==> config.mk <==
export PLATFORM = sky130hd
export DESIGN_NAME = memshare_access_sched
export DESIGN_NICKNAME = d
export VERILOG_FILES = /design/src/rtl/memshare_access_sched.sv
export SDC_FILE = /design/constraint.sdc
export NUM_CORES = 1
export LEC_CHECK = 0
export CELL_PAD_IN_SITES_DETAIL_PLACEMENT = 1
export CELL_PAD_IN_SITES_GLOBAL_PLACEMENT = 1
export CORE_MARGIN = 4
export CORE_UTILIZATION = 35
export CTS_CLUSTER_DIAMETER = 120
export DETAILED_ROUTE_END_ITERATION = 8
export PLACE_DENSITY_LB_ADDON = 0.3
export SYNTH_ARGS = -nofsm -noshare
export SYNTH_HDL_FRONTEND = slang
export SYNTH_SLANG_ARGS = --single-unit
export TNS_END_PERCENT = 5
==> constraint.sdc <==
create_clock -name sys_clk -period 6.1 [get_ports sys_clk]
set_clock_uncertainty 0.2 [all_clocks]
set_input_delay 1.22 -clock sys_clk [delete_from_list [all_inputs] [get_ports sys_clk]]
set_output_delay 1.22 -clock sys_clk [all_outputs]
set_load 0.01 [all_outputs]
==> src/rtl/memshare_access_sched.sv <==
// rtl/memshare_access_sched.sv - registered round-robin scheduler for shared column memory ports
//
// Collects per-requester requests into a pending set and grants up to
// COL_PARALLELISM requesters per transfer accepted by the memory. A grant is
// held stable until mem_ready, and flush clears all pending work at a layer
// boundary.
//
// Optional feature macro: MEMSHARE_RR_EN
//   defined   - round-robin; the priority pointer advances on every accept
//   undefined - fixed priority; index 0 is highest and the pointer stays 0
//
// Ports:
//   sys_clk     - clock, rising edge
//   rst         - asynchronous active-high reset
//   rqst_in     - per-requester request; a high bit sets that pending bit
//   flush       - synchronous clear of pending set and outstanding grant
//   mem_ready   - memory accepts the current grant this cycle
//   grant_vec   - registered grant bits, 1..COL_PARALLELISM set when valid
//   grant_valid - registered, grant_vec is valid
//   pend_cnt    - registered population count of the pending set
//   busy        - registered, scheduler is in GRANT
module memshare_access_sched #(
  parameter int SHARED_GROUP_SIZE = 4,
  parameter int COL_PARALLELISM   = 1
) (
  input  logic                                 sys_clk,
  input  logic                                 rst,
  input  logic [SHARED_GROUP_SIZE-1:0]         rqst_in,
  input  logic                                 flush,
  input  logic                                 mem_ready,
  output logic [SHARED_GROUP_SIZE-1:0]         grant_vec,
  output logic                                 grant_valid,
  output logic [$clog2(SHARED_GROUP_SIZE+1)-1:0] pend_cnt,
  output logic                                 busy
);

  localparam int G  = SHARED_GROUP_SIZE;
  localparam int PW = (G > 1) ? $clog2(G) : 1;
  localparam int CW = $clog2(G + 1);

  typedef enum logic {IDLE, GRANT} state_t;

  state_t          state_q, state_d;
  logic [G-1:0]    pending_q, pending_d;
  logic [G-1:0]    grant_q, grant_d;
  logic [PW-1:0]   ptr_q, ptr_d;
  logic [CW-1:0]   pend_cnt_q, pend_cnt_d;
  logic [G-1:0]    cand;
  logic [G-1:0]    cand_acc;

  // First COL_PARALLELISM set bits of c, scanning upward from p modulo G.
  function automatic logic [G-1:0] pick(input logic [G-1:0] c, input logic [PW-1:0] p);
    int n;
    int idx;
    pick = '0;
    n    = 0;
    for (int k = 0; k < G; k++) begin
      idx = int'(p) + k;
      if (idx >= G) idx = idx - G;
      if (c[idx[PW-1:0]] && (n < COL_PARALLELISM)) begin
        pick[idx[PW-1:0]] = 1'b1;
        n = n + 1;
      end
    end
  endfunction

  // One past the last granted index in scan order (scan starts at p), mod G.
  function automatic logic [PW-1:0] next_ptr(input logic [G-1:0] s, input logic [PW-1:0] p);
    int idx;
    int nxt;
    nxt = int'(p);
    for (int k = 0; k < G; k++) begin
      idx = int'(p) + k;
      if (idx >= G) idx = idx - G;
      if (s[idx[PW-1:0]]) begin
        nxt = idx + 1;
        if (nxt >= G) nxt = 0;
      end
    end
    next_ptr = nxt[PW-1:0];
  endfunction

  always_comb begin
    state_d   = state_q;
    pending_d = pending_q;
    grant_d   = grant_q;
    ptr_d     = ptr_q;
    cand      = pending_q | rqst_in;
    // Retiring bits are dropped first so a same-cycle request re-pends them.
    cand_acc  = (pending_q & ~grant_q) | rqst_in;

    if (flush) begin
      // Pointer survives the flush so fairness carries across layers.
      state_d   = IDLE;
      pending_d = '0;
      grant_d   = '0;
    end else begin
      case (state_q)
        IDLE: begin
          if (cand != '0) begin
            grant_d   = pick(cand, ptr_q);
            pending_d = cand;
            state_d   = GRANT;
          end
        end
        GRANT: begin
          if (!mem_ready) begin
            pending_d = cand;
          end else begin
            pending_d = cand_acc;
`ifdef MEMSHARE_RR_EN
            ptr_d = next_ptr(grant_q, ptr_q);
`else
            ptr_d = '0;
`endif
            if (cand_acc != '0) begin
              grant_d = pick(cand_acc, ptr_d);
            end else begin
              grant_d = '0;
              state_d = IDLE;
            end
          end
        end
        default: begin
          state_d   = IDLE;
          pending_d = '0;
          grant_d   = '0;
        end
      endcase
    end

    pend_cnt_d = CW'($countones(pending_d));
  end

  always_ff @(posedge sys_clk or posedge rst) begin
    if (rst) begin
      state_q    <= IDLE;
      pending_q  <= '0;
      grant_q    <= '0;
      ptr_q      <= '0;
      pend_cnt_q <= '0;
    end else begin
      state_q    <= state_d;
      pending_q  <= pending_d;
      grant_q    <= grant_d;
      ptr_q      <= ptr_d;
      pend_cnt_q <= pend_cnt_d;
    end
  end

  assign grant_vec   = grant_q;
  assign grant_valid = (state_q == GRANT);
  assign busy        = (state_q == GRANT);
  assign pend_cnt    = pend_cnt_q;

endmodule

# Word-level counts from Yosys, hierarchy flattened
# Cells that the tools add are included.
[op_classes]
n_shift = 0
div = 0
reduce_logical = 13
bitwise_logic = 8
addsub = 7
n_eq_ne = 2
magnitude_cmp = 14
multipliers = 0
muxes = 86
[ops]
columns = ["op", "n"]
rows = [
  ["2-to-1 mux 32 bit", 25],
  ["less-than comparator 32 x 2 -> 1 bit (second input constant)", 6],
  ["adder 32 x 2 -> 32 bit (second input constant)", 4],
  ["2-to-1 mux 4 bit", 20],
  ["2-to-1 mux 2 bit", 12],
  ["bitwise OR 4 bit", 5],
  ["2-to-1 mux 1 bit", 18],
  ["one-hot mux 4 bit (2 select lines)", 2],
  ["less-than comparator 2 x 3 -> 1 bit (second input constant)", 4],
  ["logical AND 1 bit", 10],
  ["binary-select mux 1 bit (select 2 bit)", 4],
  ["demux 1 bit (select 2 bit)", 4],
  [">= comparator 2 x 1 -> 1 bit (second input constant)", 4],
  ["nonzero test 4 bit", 2],
  ["!= test 3 bit (second input constant)", 2],
  ["adder 1 x 1 -> 2 bit", 2],
  ["bitwise AND 4 bit", 1],
  ["inverter 4 bit", 1],
  ["adder 2 x 2 -> 3 bit", 1],
  ["one-hot mux 1 bit (2 select lines)", 1],
  ["AND reduction 2 bit", 1],
  ["inverter 1 bit", 1],
]
[totals]
latch_bits = 0
out_inout_bits = 9
ram_bits = 0
rom_bits = 0
n_memories = 0
inputBits = 8
ff_bits = 12

# Longest topological paths before layout
[depth]
word_depth = 29
ltp_mapped = 7

# Least setup slack after synthesis
# Ideal clock, no wire load.
[synth_path]
path_kind = "input port to flip-flop"
from = "in flush"
to = "reg pend_cnt_q[1] (netlist: pend_cnt[1])"
t_required_ps = 5774
slack_ps = 3376
setup_ps = 126
arrival_time_ps = 2398
stages = 5
n_path_buf = 1
path_cell_list = "buf_4 nor2_1 fa_1 ha_1 ha_1"
[synth_between]
elab_chain_len = 3
word_cells_on_any_way = 4
cone_classes = "add/sub (3); mux (1)"
[synth_lines]
columns = ["element", "line_no", "rtl"]
rows = [
  ["start, declared", "29", "input logic flush,"],
  ["2-to-1 mux 4 bit", "92", "if (flush) begin"],
  ["net pending_d[1]", "44", "logic [G-1:0] pending_q, pending_d;"],
  ["adder 1 x 1 -> 2 bit (not written as such)", "132", "pend_cnt_d = CW'($countones(pending_d));"],
  ["adder 2 x 2 -> 3 bit (not written as such)", "132", ""],
  ["net pend_cnt_d[1]", "47", "logic [CW-1:0] pend_cnt_q, pend_cnt_d;"],
  ["end signal, assigned", "147", "pend_cnt_q <= pend_cnt_d;"],
  ["end, declared", "47", ""],
]
# The timed path passes the listed nets, and every way through them passes these cells.
# A chain may end at the register's enable or synchronous reset.

# Worst setup path in the final report
[layout_path]
from = "in mem_ready"
to = "reg pend_cnt_q[1] (netlist: pend_cnt[1])"
[layout_between]
elab_chain_len = 5
word_cells_on_any_way = 6
cone_classes = "add/sub (3); mux (3)"
[layout_lines]
columns = ["element", "line_no", "rtl"]
rows = [
  ["start, declared", "30", "input logic mem_ready,"],
  ["2-to-1 mux 4 bit", "107", "if (!mem_ready) begin"],
  ["one-hot mux 4 bit (2 select lines)", "98", "case (state_q)"],
  ["2-to-1 mux 4 bit", "92", ""],
  ["net pending_d[0]", "44", ""],
  ["adder 1 x 1 -> 2 bit (not written as such)", "132", ""],
  ["adder 2 x 2 -> 3 bit (not written as such)", "132", ""],
  ["net pend_cnt_d[1]", "47", ""],
]
# The timed path passes the listed nets, and every way through them passes these cells.

==> results.md <==
* Post-synth top cells: dfrtp_1, a21oi_1, nor2_1
* Leakage at between 0.3 and 0.4 nW
* CTS clk-pin slew, worst paths at around 0.060 ns
* Area of the multi-input gates at 358 um2
* Startpoint types: primary input
* Clock sink count at 12
* DP HPWL at roughly 1300 um
* Outcome: complete, no violations
* DRC Markers at 0
* Rel. slew slack at between 70% and 80%
* Cell Area, Synth at around 700 um2
* Setup TNS at 0 ns
* Core Area at between 1500 and 2000 um2
* Switching pwr at ~50 uW
* Die Width at about 53 um
* Synth Flop Type: dfrtp_1
* Sequential fraction of design power at between 50% and 60%
* Synth unique cells at 29
* Synthesized area per cell at 10.2 um2
* Synth async-reset ratio at 100%
* Final hold violation count at 0
* RSZ-0062 raised after global routing: false
* Port-buffer cells at 16
* Synth area leaders: dfrtp_1, a21oi_1, nor2_1
* Die area at 2760 um2
* Setup WS pre-CTS at between 2 and 3 ns
* Fill count at 217
* Die height at 52.6 um
* Cells after Synth at 68
* Slew Limit Fails at 0
* DR iter-0 viols at 3
* WS Path Type: primary input to flip-flop
* Initial Util at between 30 and 40%
* Period utilization at between 50% and 60%
* Fraction of layout cells with a size suffix above 1 at 9.52%
* Max_cap viols at 0
* Min-delay worst type: flip-flop to flip-flop
* CP Max Fanout at 6
* Clock latency on the worst-skew pair at between 0.2 and 0.3 ns
* P per Cell Area at 204 nW/um2
* Count leader, synth: dfrtp_1
* Max Clk Rate at ~320 MHz
* Setup Fix Bufs, Post-CTS at 0
* Layout area overhead at 27.0%
* Post-synth EDFFs at 0
* WL per Instance at ~15 um
* Vias in the first global route at between 600 and 700
* # setup viols final at 0
* Row Count at 15
* Tot Pwr at around 180 uW
* Worst-Margin Slew at 0.434 ns
* Seq cells post-synth at 12
* I/O Pins at 17
* Clk root buf: clkbuf_4
* Arrival time worst endpoint at roughly 3.1 ns
* Grt ovf at 0
* Yosys warns at 0
* Peak supply drop at roughly 0.13 mV
* Diode count at 0
* Final antenna-violating net count at 0
* First-pass GRT wire length at around 2800 um
* Syn nets at 79
* Cts repair resizes at 0
* Min Tclk post-route at about 3.2 ns
* Synth top area share at 43.2%
* Vias/cell at approximately 5.3
* WP data required at slightly above 6 ns
* Largest net degree at the start of global routing at 13
* Synth area leader: dfrtp_1
* Critical Path End Type: flip-flop
* Routability Congestion at between 0.7 and 0.8
* Bufs on Longest Clock Path at 2
* Hold WS at roughly 0.43 ns
* Final setup margin at 2.93 ns
* Power share of the clock group at roughly a quarter
* H-tree Lvls at 1
* Internal at 131 uW
* Routed WL at about 1700 um
* CTS tree: yes
* Switch share at between 20% and 30%
* Sequential share of the synthesized area at 43.2%
* Fin util at between 40% and 50%
* Comb power frac at between 20% and 30%
* FF+latch area at ~300 um2
* Pre-antenna DRT Iters at 4
* Number of CTS-inserted buffers at 3
* Nets at 97
* Hold Buf Count CTS at 0
* Tot GR Track Use at between 10 and 15%
* Vias at 579
* Initial antenna violation count at 0
per-layer routing:
| metal | global-route usage (%) | share of wire, % |
|---|---|---|
| met5 | 0 | 0 |
| met4 | 7.23 | 1.9 |
| met3 | 2.85 | 4.0 |
| met2 | 20.2 | 47 |
| met1 | 19.5 | 47 |
layout by cell type, fill, tap and decap left out:
cell type	Yosys	final
a211oi_1	2	2
a21boi_0	1	1
a21o_1	1	1
a21oi_1	8	8
a21oi_2	1	1
a221o_1	1	1
a31oi_1	1	1
a31oi_2	1	1
and2_1	1	1
and2b_4	1	1
clkbuf_4	0	3
clkdlybuf4s50_1	0	16
dfrtp_1	12	12
fa_1	1	1
ha_1	2	2
inv_1	3	3
nand2_1	3	3
nand2b_1	2	2
nand3_1	4	4
nand3b_1	1	1
nor2_1	7	7
nor2b_1	3	3
nor3_4	1	1
nor3b_1	1	1
nor4_1	1	1
nor4_4	1	1
nor4bb_1	1	1
o211ai_1	3	3
o31a_1	1	1
kinds of logic (layout without fill, tap and decap cells):
family,Yosys count,count (layout),synth area share [%]
and+or+nand+nor,27,27,25.0
AOI/OAI and AO/OA,20,20,20.0
DFF,12,12,43.2
buffers and inverters,6,22,5.39
adders and majority gates,3,3,6.47
final timing paths:
| path | start | endpoint | slack [ns] | cells after the start |
|---|---|---|---|---|
| worst min-delay path | grant_vec[1] | grant_vec[1] | 0.43 | 2 |
| min in group asynchronous | rst | pend_cnt[0] | 1.05 | 2 |
| worst min register to register | grant_vec[1] | grant_vec[1] | 0.43 | 2 |
| worst max-delay path | mem_ready | pend_cnt[1] | 2.93 | 7 |
| worst max register to register | busy | pend_cnt[1] | 3.86 | 6 |
| max in group asynchronous | rst | grant_vec[1] | 4.34 | 2 |
sequential cells by signal, indices dropped and copies added (netlist names):
register / flops
grant_vec: 4
pending_q: 4
pend_cnt: 3
busy: 1
critical path, stage by stage:
cell             delay (ns)
clkdlybuf4s50_1        0.57
nand3_1                0.10
a21oi_1                0.17
nor2_1                 0.09
fa_1                   0.51
ha_1                   0.20
ha_1                   0.26
power by group through the flow:
stage	combinational [mW]	clock (mW)	sequential (mW)
floorplan	0.0201	0	0.0947
global placement	0.0417	0	0.0940
detailed placement	0.0421	0	0.0943
CTS	0.0425	0.0474	0.0930
global route	0.0461	0.0516	0.0942
finish	0.0419	0.0456	0.0929
stage by stage:
stage	instances	cell area (um2)
3_5_place_dp	106	861
5_1_grt	109	883
6_report	109	883
3_3_place_gp	106	861
2_1_floorplan	68	696
4_1_cts	109	883
area by class of cell:
| type | instances | area share, % |
|---|---|---|
| clock buffer | 3 | 2.55 |
| inverter | 3 | 1.27 |
| multi-input combinational | 50 | 40.5 |
| tap | 25 | 3.54 |
| sequential | 12 | 34.0 |
| timing repair buffer | 16 | 18.1 |
Note: power is estimated with default switching activity, not from simulation.
